File: config.mk
export PLATFORM = sky130hd
export DESIGN_NAME = uart_port_controller
export DESIGN_NICKNAME = d
export VERILOG_FILES = /design/src/rtl/uart_port_controller.sv
export SDC_FILE = /design/constraint.sdc
export NUM_CORES = 1
export LEC_CHECK = 0
export CELL_PAD_IN_SITES_DETAIL_PLACEMENT = 0
export CELL_PAD_IN_SITES_GLOBAL_PLACEMENT = 1
export CORE_ASPECT_RATIO = 2
export CORE_MARGIN = 2
export CORE_UTILIZATION = 34
export DETAILED_ROUTE_END_ITERATION = 7
export PLACE_DENSITY = 0.72
export SYNTH_ARGS = -nofsm -noshare
export SYNTH_HDL_FRONTEND = slang
export SYNTH_SLANG_ARGS = --single-unit
File: constraint.sdc
create_clock -name CLK -period 1.8 [get_ports CLK]
set_input_delay 0.36 -clock CLK [delete_from_list [all_inputs] [get_ports CLK]]
set_output_delay 0.36 -clock CLK [all_outputs]
set_load 0.03 [all_outputs]
File: src/rtl/uart_port_controller.sv
// Serial-port side of the MEM stage: drives the UART rdn/wrn strobes, moves bytes over the
// RAM1 data bus low byte, and reports rx/tx readiness and busy for pipeline stalls.
module uart_port_controller #(
  parameter int unsigned RD_PULSE = 2,
  parameter int unsigned WR_PULSE = 2,
  parameter int unsigned TIMEOUT  = 16'hFFFF
) (
  input  logic        CLK,
  input  logic        RST,
  input  logic        req_read,
  input  logic        req_write,
  input  logic [15:0] wr_data,
  output logic [15:0] rd_data,
  output logic        busy,
  output logic        done,
  output logic        err,
  output logic        status_rx_ready,
  output logic        status_tx_ready,
  input  logic        data_ready,
  input  logic        tbre,
  input  logic        tsre,
  output logic        rdn,
  output logic        wrn,
  input  logic [7:0]  bus_in,
  output logic [7:0]  bus_out,
  output logic        bus_oe
);

  typedef enum logic [3:0] {
    StIdle,
    StRdWait,
    StRdLow,
    StWrSetup,
    StWrLow,
    StWrHold,
    StWrWaitTbre,
    StWrWaitTsre,
    StDone
  } state_e;

  localparam logic [7:0]  RdLast  = 8'(RD_PULSE - 1);
  localparam logic [7:0]  WrLast  = 8'(WR_PULSE - 1);
  localparam logic [15:0] TmoLast = 16'(TIMEOUT - 1);

  state_e      state_q, state_d;
  logic [1:0]  dr_sync_q, tbre_sync_q, tsre_sync_q;
  logic        data_ready_s, tbre_s, tsre_s;
  logic [7:0]  pulse_q, pulse_d;
  logic [15:0] tmo_q, tmo_d;
  logic        tmo_hit;
  logic [7:0]  wr_byte_q;
  logic [15:0] rd_data_q;
  logic        err_q;
  logic        unused_wr_hi;

  assign unused_wr_hi = ^wr_data[15:8];

  // Two-flop synchronizers for the asynchronous UART status pins.
  always_ff @(posedge CLK or negedge RST) begin
    if (!RST) begin
      dr_sync_q   <= '0;
      tbre_sync_q <= '0;
      tsre_sync_q <= '0;
    end else begin
      dr_sync_q   <= {dr_sync_q[0], data_ready};
      tbre_sync_q <= {tbre_sync_q[0], tbre};
      tsre_sync_q <= {tsre_sync_q[0], tsre};
    end
  end

  assign data_ready_s = dr_sync_q[1];
  assign tbre_s       = tbre_sync_q[1];
  assign tsre_s       = tsre_sync_q[1];

  always_ff @(posedge CLK or negedge RST) begin
    if (!RST) begin
      state_q <= StIdle;
    end else begin
      state_q <= state_d;
    end
  end

  always_comb begin
    state_d = state_q;
    tmo_hit = 1'b0;
    unique case (state_q)
      StIdle: begin
        if (req_write) begin
          state_d = StWrSetup;
        end else if (req_read) begin
          state_d = StRdWait;
        end
      end
      StRdWait: begin
        if (data_ready_s) begin
          state_d = StRdLow;
        end else if (tmo_q == TmoLast) begin
          state_d = StDone;
          tmo_hit = 1'b1;
        end
      end
      StRdLow:   if (pulse_q == RdLast) state_d = StDone;
      StWrSetup: state_d = StWrLow;
      StWrLow:   if (pulse_q == WrLast) state_d = StWrHold;
      StWrHold:  state_d = StWrWaitTbre;
      StWrWaitTbre: begin
        if (tbre_s) begin
          state_d = StWrWaitTsre;
        end else if (tmo_q == TmoLast) begin
          state_d = StDone;
          tmo_hit = 1'b1;
        end
      end
      StWrWaitTsre: begin
        if (tsre_s) begin
          state_d = StDone;
        end else if (tmo_q == TmoLast) begin
          state_d = StDone;
          tmo_hit = 1'b1;
        end
      end
      StDone:  state_d = StIdle;
      default: state_d = StIdle;
    endcase
  end

  // Both counters restart whenever the state changes, so each state sees 0 on entry.
  always_comb begin
    pulse_d = '0;
    tmo_d   = '0;
    if (state_d == state_q && state_q != StIdle) begin
      pulse_d = pulse_q + 8'd1;
      tmo_d   = tmo_q + 16'd1;
    end
  end

  always_ff @(posedge CLK or negedge RST) begin
    if (!RST) begin
      pulse_q   <= '0;
      tmo_q     <= '0;
      wr_byte_q <= '0;
      rd_data_q <= '0;
      err_q     <= 1'b0;
    end else begin
      pulse_q <= pulse_d;
      tmo_q   <= tmo_d;
      err_q   <= tmo_hit;
      if (state_q == StIdle && req_write) begin
        wr_byte_q <= wr_data[7:0];
      end
      if (state_q == StRdLow && pulse_q == RdLast) begin
        rd_data_q <= {8'h00, bus_in};
      end
    end
  end

  always_comb begin
    rdn    = 1'b1;
    wrn    = 1'b1;
    bus_oe = 1'b0;
    busy   = (state_q != StIdle);
    done   = (state_q == StDone);
    unique case (state_q)
      StRdLow:            rdn = 1'b0;
      StWrSetup, StWrHold: bus_oe = 1'b1;
      StWrLow: begin
        wrn    = 1'b0;
        bus_oe = 1'b1;
      end
      default: ;
    endcase
  end

  assign err             = err_q;
  assign rd_data         = rd_data_q;
  assign bus_out         = wr_byte_q;
  assign status_rx_ready = data_ready_s;
  assign status_tx_ready = (state_q == StIdle) && tbre_s && tsre_s;

endmodule

# ---- Word level (Yosys, flattened, before mapping)
# Index checks and enable logic that the tools add are counted.
dict set report totals {
  ff_bits 51
  latch_bits 0
  mem_bits_rw 0
  rom_bits 0
  inputBits 31
  out_inout_bits 32
  word_cells 49
  mem_count 0
}
dict set report op_classes {
  n_addsub 2
  mul 0
  div_mod_pow 0
  magnitude_cmp 0
  n_eq_ne 11
  n_shift 0
  muxes 19
  bitwise 0
  n_reduce_logical 8
}
# cell n
set op_table {}
lappend op_table {{$mux 4} 8}
lappend op_table {{$pmux 4 s8} 1}
lappend op_table {{$add 16x1->16 const B} 1}
lappend op_table {{$eq 16x16->1 const B} 1}
lappend op_table {{$eq 4x3->1 const B} 4}
lappend op_table {{$mux 16} 1}
lappend op_table {{$add 8x1->8 const B} 1}
lappend op_table {{$eq 4x2->1 const B} 2}
lappend op_table {{$eq 8x1->1 const B} 1}
lappend op_table {{$mux 8} 1}
lappend op_table {{$mux 1} 7}
lappend op_table {{$logic_and 1x1->1} 5}
lappend op_table {{$eq 4x1->1 const B} 1}
lappend op_table {{$eq 4x4->1} 1}
lappend op_table {{$eq 4x4->1 const B} 1}
lappend op_table {{$logic_not 4->1} 1}
lappend op_table {{$reduce_bool 4->1} 1}
lappend op_table {{$pmux 1 s3} 1}
lappend op_table {{$reduce_or 3->1} 1}

# ---- Logic depth before layout (Yosys ltp)
# Gate-level depths: netlist of the first run.
dict set report depth {
  word_depth 7
  ltp_mapped 8
  depth_no_buf 7
}

# ---- Least setup slack after synthesis of the first run
# Ideal clock, no wire load.
dict set report synth_timing {
  kind {flip-flop to output port}
  startpoint {register state_q[0]}
  endpoint {output done}
  t_arrival_ns 1.680
  path_slack_ns -0.240
  stages_incl_launch_ff 3
  path_buffers 1
  cell_sequence {dfrtp_1 clkbuf_1 nor4b_1}
}
dict set report synth_between {
  elab_chain_cells 1
}
# item line
set synth_rtl {}
lappend synth_rtl {{start: declaration} 45} ;# state_e state_q, state_d;
lappend synth_rtl {{start signal: assignment} 77} ;# state_q <= StIdle;
lappend synth_rtl {{start signal: assignment} 79} ;# state_q <= state_d;
lappend synth_rtl {{$eq 4x4->1} 162} ;# done = (state_q == StDone);
lappend synth_rtl {{end: declaration} 15} ;# output logic done,
# No other way between the ends.

# ---- Final worst setup path of the first run
dict set report layout_timing {
  startpoint {register state_q[0]}
  endpoint {output status_tx_ready}
}
dict set report layout_between {
  elab_chain_cells 3
}
# item line
set layout_rtl {}
lappend layout_rtl {{$logic_not 4->1} 178} ;# assign status_tx_ready = (state_q == StIdle) && tbre_s && tsre_s;
lappend layout_rtl {{$logic_and 1x1->1 (2 in a row)} 178}
lappend layout_rtl {{end: declaration} 18} ;# output logic status_tx_ready,
# No other way between the ends.

==> results.md, run 1 <==
* Status: complete, but fails checks
* Failing checks: negative setup slack
* Pre-CTS setup slack at -0.1096 ns
* Slowest-stage cell, CP: dfrtp_1
* Vias in the first global route at ~1900
* Yosys reg bits at 51
* CP Launch Type: flip-flop
* Avg WL per Cell at 14.78 microns
* Leading post-synthesis cells by cell area: dfrtp_1 (53%), xor2_1 (5.8%), nor2_1 (5.1%), mux2_2 (4.2%), mux2_1 (3.7%)
* Top cell type by total area after synthesis: dfrtp_1
* Unrepaired setup endpoints after global routing: yes
* N_diodes at 0
* # clock sinks at between 50 and 60
* Post-synth top area share at 0.5280
* H-Tree Depth at 2
* GRT Total Usage at 0.1582
* Core Rows at between 40 and 50
* Placer Congestion at 0.8199
* Clk_skew at 0.005346 ns
* Overflow after GRT at 0
* CP arrival at 1.57 ns
* CP Max Fanout at 3
* Max Slew Vio Count at 0
* Die Y at 123.2 microns
* Combinational Power Share at 0.550
* Area of the multi-input gates at 1137 sq um
* Placed instance area at 3193 sq um
* Final period util at 1.075
* Final Cell Area at roughly 3600 sq um
* CTS Buf Count at 5
* Die area at 7841 sq um
* Sequential fraction of the synthesis area at 0.5280
* Nets at 346
* Post-Synthesis Cells at 220
* Maxcap violations at 0
* Pin count of the biggest net entering global routing at 25
* Leakage power total at 0.001611 uW
* Clk network pwr share at 0.171
* Register area at about 1300 sq um
* Cell variety after synth at 40
* Peak supply drop at 0.0007302 V
* Initial core utilization at 0.3510
* Final ANT Viol Nets at 0
* Root Driver: clkbuf_16
* Top delay family on crit path: simple AND/OR/NAND/NOR gates
* HP Class: in2async
* Worst Path Buf+Inv at 3
* Final worst path period need at 1.935 ns
* Via density at 4.704
* Sequential share of power at 0.279
* Crit-path cells: buf_6 > nor4_4 > buf_4 > and3_4 > buf_6
* # DRC at 0
* Worst path required time at 1.44 ns
* Max incr delay on CP at 0.39 ns
* Cell area power density at 1602 nW/um^2
* Critical Path End Type: output pin
* Mapped cell area at about 2400 sq um
* Core Util, Final at 0.5167
* Worst setup margin at -0.1347 ns
* Most used cell, CP: buf_6
* Ports at 63
* Initial DRC count at 99
* Worst setup path class: reg2out
* CTS tree: built
* Via count at roughly 1900
* Layout cells sized above 1 at 0.3109
* Area of the core at 6887 sq um
* Mapped Avg Cell Area at 10.99 sq um
* Sw frac at 0.3897
* Final setup fails at 29
* Global-route wire length before repair at 9.425 mm
* Final hold vios at 0
* Worst-path clk slew at 0.07 ns
* Port bufs at 46
* Die width at around 64 microns
* P&R area growth vs syn at 47.20%
* Fmax at 516.9 MHz
* Clock Latency Late Sink at 0.29 ns
* Ys Warns at 0
* Internal at 3479 uW
* Layout fillers at 668
* Drt pass-1 iters at 4
* Antenna violations before repair at 0
* Most common cell after layout, fill and taps aside: dfrtp_1
* Most frequent cells in the layout: dfrtp_1 (50), buf_4 (40), clkdlybuf4s50_1 (38)
* Drt total wl at 5.940 mm
* Clock tree buffer depth at 2
* NetSw at 2221 uW
* HPWL after DPL at 4.251 mm
[cells in the mapped netlist]
library cell and count:
a2bb2oi_1 1, nor3b_1 3, mux2_2 9, nor3_1 4
nand2_1 11, o32ai_1 1, nor4_1 1, nand4_2 1
buf_6 2, nor2_1 33, xnor2_1 4, and3_1 4
mux2_1 8, a21oi_1 3, o31ai_1 1, clkbuf_1 3
or4b_1 1, nand2b_1 3, o21ai_0 4, nor2b_1 1
nor4_2 1, a22oi_1 1, nor4_4 1, a41o_1 2
o2111a_1 1, inv_1 7, or2_1 1, nand4_1 3
ha_1 4, or3_1 4, dfrtp_1 51, xor2_1 16
o21ai_4 1, nand3_1 15, buf_4 8, and4bb_1 1
nor4b_1 1, buf_2 2, conb_1 1, or3b_1 1
[what timing repair did]
item,CTS,global route
setup buffers,4,5
hold buffers,0,0
pin swaps,2,4
setup endpoints to repair,38,39
endpoints found under the hold margin,0,0
gates resized for setup,22,23
cloned,0,2
[metrics by stage]
step,hold slack [ns],instances,total power [uW],setup TNS (ns)
CTS,0.02521,396,5369,-1.613
floorplan,0.06441,227,3158,-0.05764
global placement,0.3312,384,4183,-2.435
global route,0.05093,402,6010,-4.824
finish,0.01775,402,5700,-3.011
detailed placement,0.3398,384,4210,-2.644
[layout make-up]
class,count,area share
Inverter,7,0.007384
Sequential cell,51,0.3590
Tap cell,90,0.03165
Clock buffer,6,0.03903
Clock inverter,2,0.004571
Multi-Input combinational cell,154,0.3196
Timing Repair Buffer,92,0.2387
[sequential cells by signal, indices dropped and copies added, names as in the netlist]
register / count
tsre_sync_q: 2
tbre_sync_q: 2
state_q: 4
dr_sync_q: 2
bus_out: 8
pulse_q: 8
tmo_q: 16
rd_data: 8
err: 1
[final timing paths]
check,from,end,slack (ns),depth (start not counted)
hold / removal,RST,tmo_q[12]$_DFF_PN0_,0.02,1
hold reg to reg,tbre_sync_q[0]$_DFF_PN0_,tbre_sync_q[1]$_DFF_PN0_,0.36,0
setup / recovery,state_q[0]$_DFF_PN0_,status_tx_ready,-0.13,5
max in group asynchronous,RST,state_q[2]$_DFF_PN0_,1.09,2
min in group CLK,tbre_sync_q[0]$_DFF_PN0_,tbre_sync_q[1]$_DFF_PN0_,0.36,0
setup reg to reg,state_q[1]$_DFF_PN0_,pulse_q[0]$_DFF_PN0_,-0.13,6
[routing by layer]
layer	global-route usage	share of wire
met1	0.1626	0.35
met2	0.3046	0.61
met3	0.02184	0.020
met4	0.08016	0.023
met5	0	0
[kinds of logic after synthesis]
family / after synthesis / share of synthesized area
AND/OR/NAND/NOR: 90 / 0.1967
flip-flops: 51 / 0.5279
buffers and inverters: 22 / 0.05383
XOR/XNOR: 20 / 0.07246
multiplexers: 17 / 0.07920
AO/OA/AOI/OAI: 15 / 0.04762
adder cells (fa/ha/maj): 4 / 0.02070
other: 1 / 0.001551
[power groups by stage]
stage | logic [uW] | clock network [uW] | registers (uW)
3_3_place_gp | 2600 | 0 | 1580
5_1_grt | 3340 | 1040 | 1620
3_5_place_dp | 2610 | 0 | 1600
6_report | 3130 | 974 | 1590
4_1_cts | 2780 | 1000 | 1590
2_1_floorplan | 1180 | 0 | 1980
No activity file was read; power rests on OpenSTA's default activity.
==> run 2, diff against run 1 <==
Settings changed: GPL_ROUTABILITY_DRIVEN from default to 0.
==> results of run 2 <==
Same layout as run 1: the final DEF is identical, and so are final timing and power.
==> run 3, diff against run 2 <==
Settings changed: CORE_ASPECT_RATIO 2 to default, CORE_UTILIZATION 34 to 35, PLACE_DENSITY 0.72 to 0.71.
Clock period 1.8 ns to 1.9 ns, I/O delays scaled along.
==> run 3 against run 2 <==
Combinational power down 22%; sequential power down 3%; clock power down 35%; power down 19%; final area down 7.8%; critical endpoint unchanged; die area down 3.2%; non-clock buffer count down 20; the run now ends clean; via count down 6.0%; worst setup slack better by 0.14 ns; core utilization down 3.1 points; global-route usage down 2.4 points; routed wire length down 21%.
==> results.md, run 3 (synthesized netlist as in run 1, its figures left out) <==
* Via count at 1777
* R2R Path Start: state_q[0]$_DFF_PN0_
* N_diodes at 0
* Status: finished, final reports clean
* Critical Path End Type: output pin
* Initial core utilization at 0.3578
* Clock Latency Late Sink at 0.31 ns
* GRT Total Usage at 0.1339
* Max incr delay on CP at 0.46 ns
* Final setup fails at 0
* Final ANT Viol Nets at 0
* Top delay family on crit path: simple AND/OR/NAND/NOR gates
* H-Tree Depth at 2
* Unrepaired setup endpoints after global routing: yes
* Avg WL per Cell at 12.58 microns
* Worst Hold Launch: dr_sync_q[0]$_DFF_PN0_
* Placed Cells at 362
* Root Driver: clkbuf_8
* Most common cell after layout, fill and taps aside: dfrtp_1
* Worst setup path class: reg2out
* CP Max Fanout at 5
* Clock tree buffer depth at 2
* # clock sinks at 51
* Die Y at 87.11 microns
* Final worst path period need at 1.900 ns
* Area of the core at 6756 sq um
* CP Launch Type: flip-flop
* Layout fillers at 628
* Pin count of the biggest net entering global routing at 27
* Worst path required time at between 1.5 and 2 ns
* Most frequent cells in the layout: dfrtp_1 (48), clkdlybuf4s50_1 (38), nor2_1 (31)
* Ports at 63
* Worst Path Buf+Inv at 2
* Initial DRC count at slightly below 80
* Final hold vios at 0
* Vias in the first global route at about 1700
* # DRC at 0
* Setup slack, reg-to-reg at 0.01 ns
* Core Rows at 30
* CTS Buf Count at 5
* Max Slew Vio Count at 0
* CTS tree: built
* Max reg flops at 16
* Antenna violations before repair at 0
* Leakage power total at 0.001470 uW
* Final period util at 0.9998
* Slowest-stage cell, CP: dfrtp_2
* Global-route wire length before repair at 7.921 mm
* HP Class: reg2reg
* Post-Layout Cell Count at 372
* Die area at 7587 sq um
* Critical path startpoint: state_q[2]$_DFF_PN0_
* Drt total wl at 4.679 mm
* Peak supply drop at 0.0006802 V
* Maxcap violations at 0
* Crit-path cells: nor4_4 > buf_4 > and3_4 > buf_6
* Worst-path clk slew at 0.10 ns
* Via density at between 4 and 5
* Die width at 87.11 microns
* CP arrival at roughly 1.5 ns
* Port bufs at 46
* Fmax at 526.4 MHz
* Core Util, Final at 0.4856
* HPWL after DPL at about 3.3 mm
* P&R area growth vs syn at 35.71%
* Layout cells sized above 1 at 0.2329
* Drt pass-1 iters at 4
* Overflow after GRT at 0
* Clk_skew at 0.006852 ns
* Top reg by flops: tmo_q
* Cell area power density at approximately 1400 nW/um^2
* Nets at 326
## run 3: cell types whose count changed in the layout (fill, tap and decap cells not counted), sizes merged
cell	delta
buf	-21
clkbuf	-2
clkdlybuf4s15	+1
clkinv	+1
dlygate4sd3	+1
## run 3: cell type report
type	count	area [sq um]	share of cell area
multi-input cells	154	1104	0.3364
inverters	7	26.28	0.008009
clock buffers	5	68.82	0.02098
clock inverters	3	25.02	0.007628
well taps	80	100.1	0.03051
repair buffers	72	676.9	0.2063
flip-flops and latches	51	1280	0.3902
## run 3: final timing paths
path	to	cells past startpoint
setup / recovery	status_tx_ready	4
min in group asynchronous	bus_out[6]$_DFFE_PN0P_	2
max in group asynchronous	tmo_q[10]$_DFF_PN0_	3
setup reg to reg	tmo_q[9]$_DFF_PN0_	6
hold / removal	dr_sync_q[1]$_DFF_PN0_	0
hold reg to reg	dr_sync_q[1]$_DFF_PN0_	0
## run 3: stage by stage
step           hold slack, ns  worst slack, ns  area [sq um]  power, uW  TNS [ns]
6_report               0.3566        0.0003172          3281       4622         0
5_1_grt                0.3727         -0.08009          3281       4943    -1.328
4_1_cts                0.3600         -0.08255          3237       4608   -0.6887
3_5_place_dp           0.2007         -0.04736          3090       3900   -0.3838
3_3_place_gp           0.2034         -0.09139          3090       3889   -0.9626
2_1_floorplan         0.08441          0.02618          2454       2981         0
## run 3: metal layers
metal	track usage	part of all wire	vias to the layer above
met4	0.04615	0.011	0
met3	0.03223	0.039	4
met1	0.1896	0.47	868
met5	0	0	-
li1	-	-	872
met2	0.2012	0.48	33
## run 3: power breakdown
| part | internal [uW] | switching [uW] | total (uW) |
|---|---|---|---|
| sequential | 1350 | 182 | 1540 |
| combinational | 1140 | 1310 | 2450 |
| clock | 264 | 370 | 634 |
| total | 2760 | 1860 | 4620 |
## run 3: timing repair
item	4_1_cts	5_1_grt
endpoints found under the hold margin	4	0
endpoints found under the setup margin	13	42
resized for setup	19	18
hold buffers	1	0
pin swaps	1	2
gates cloned	0	0
buffers inserted	1	0
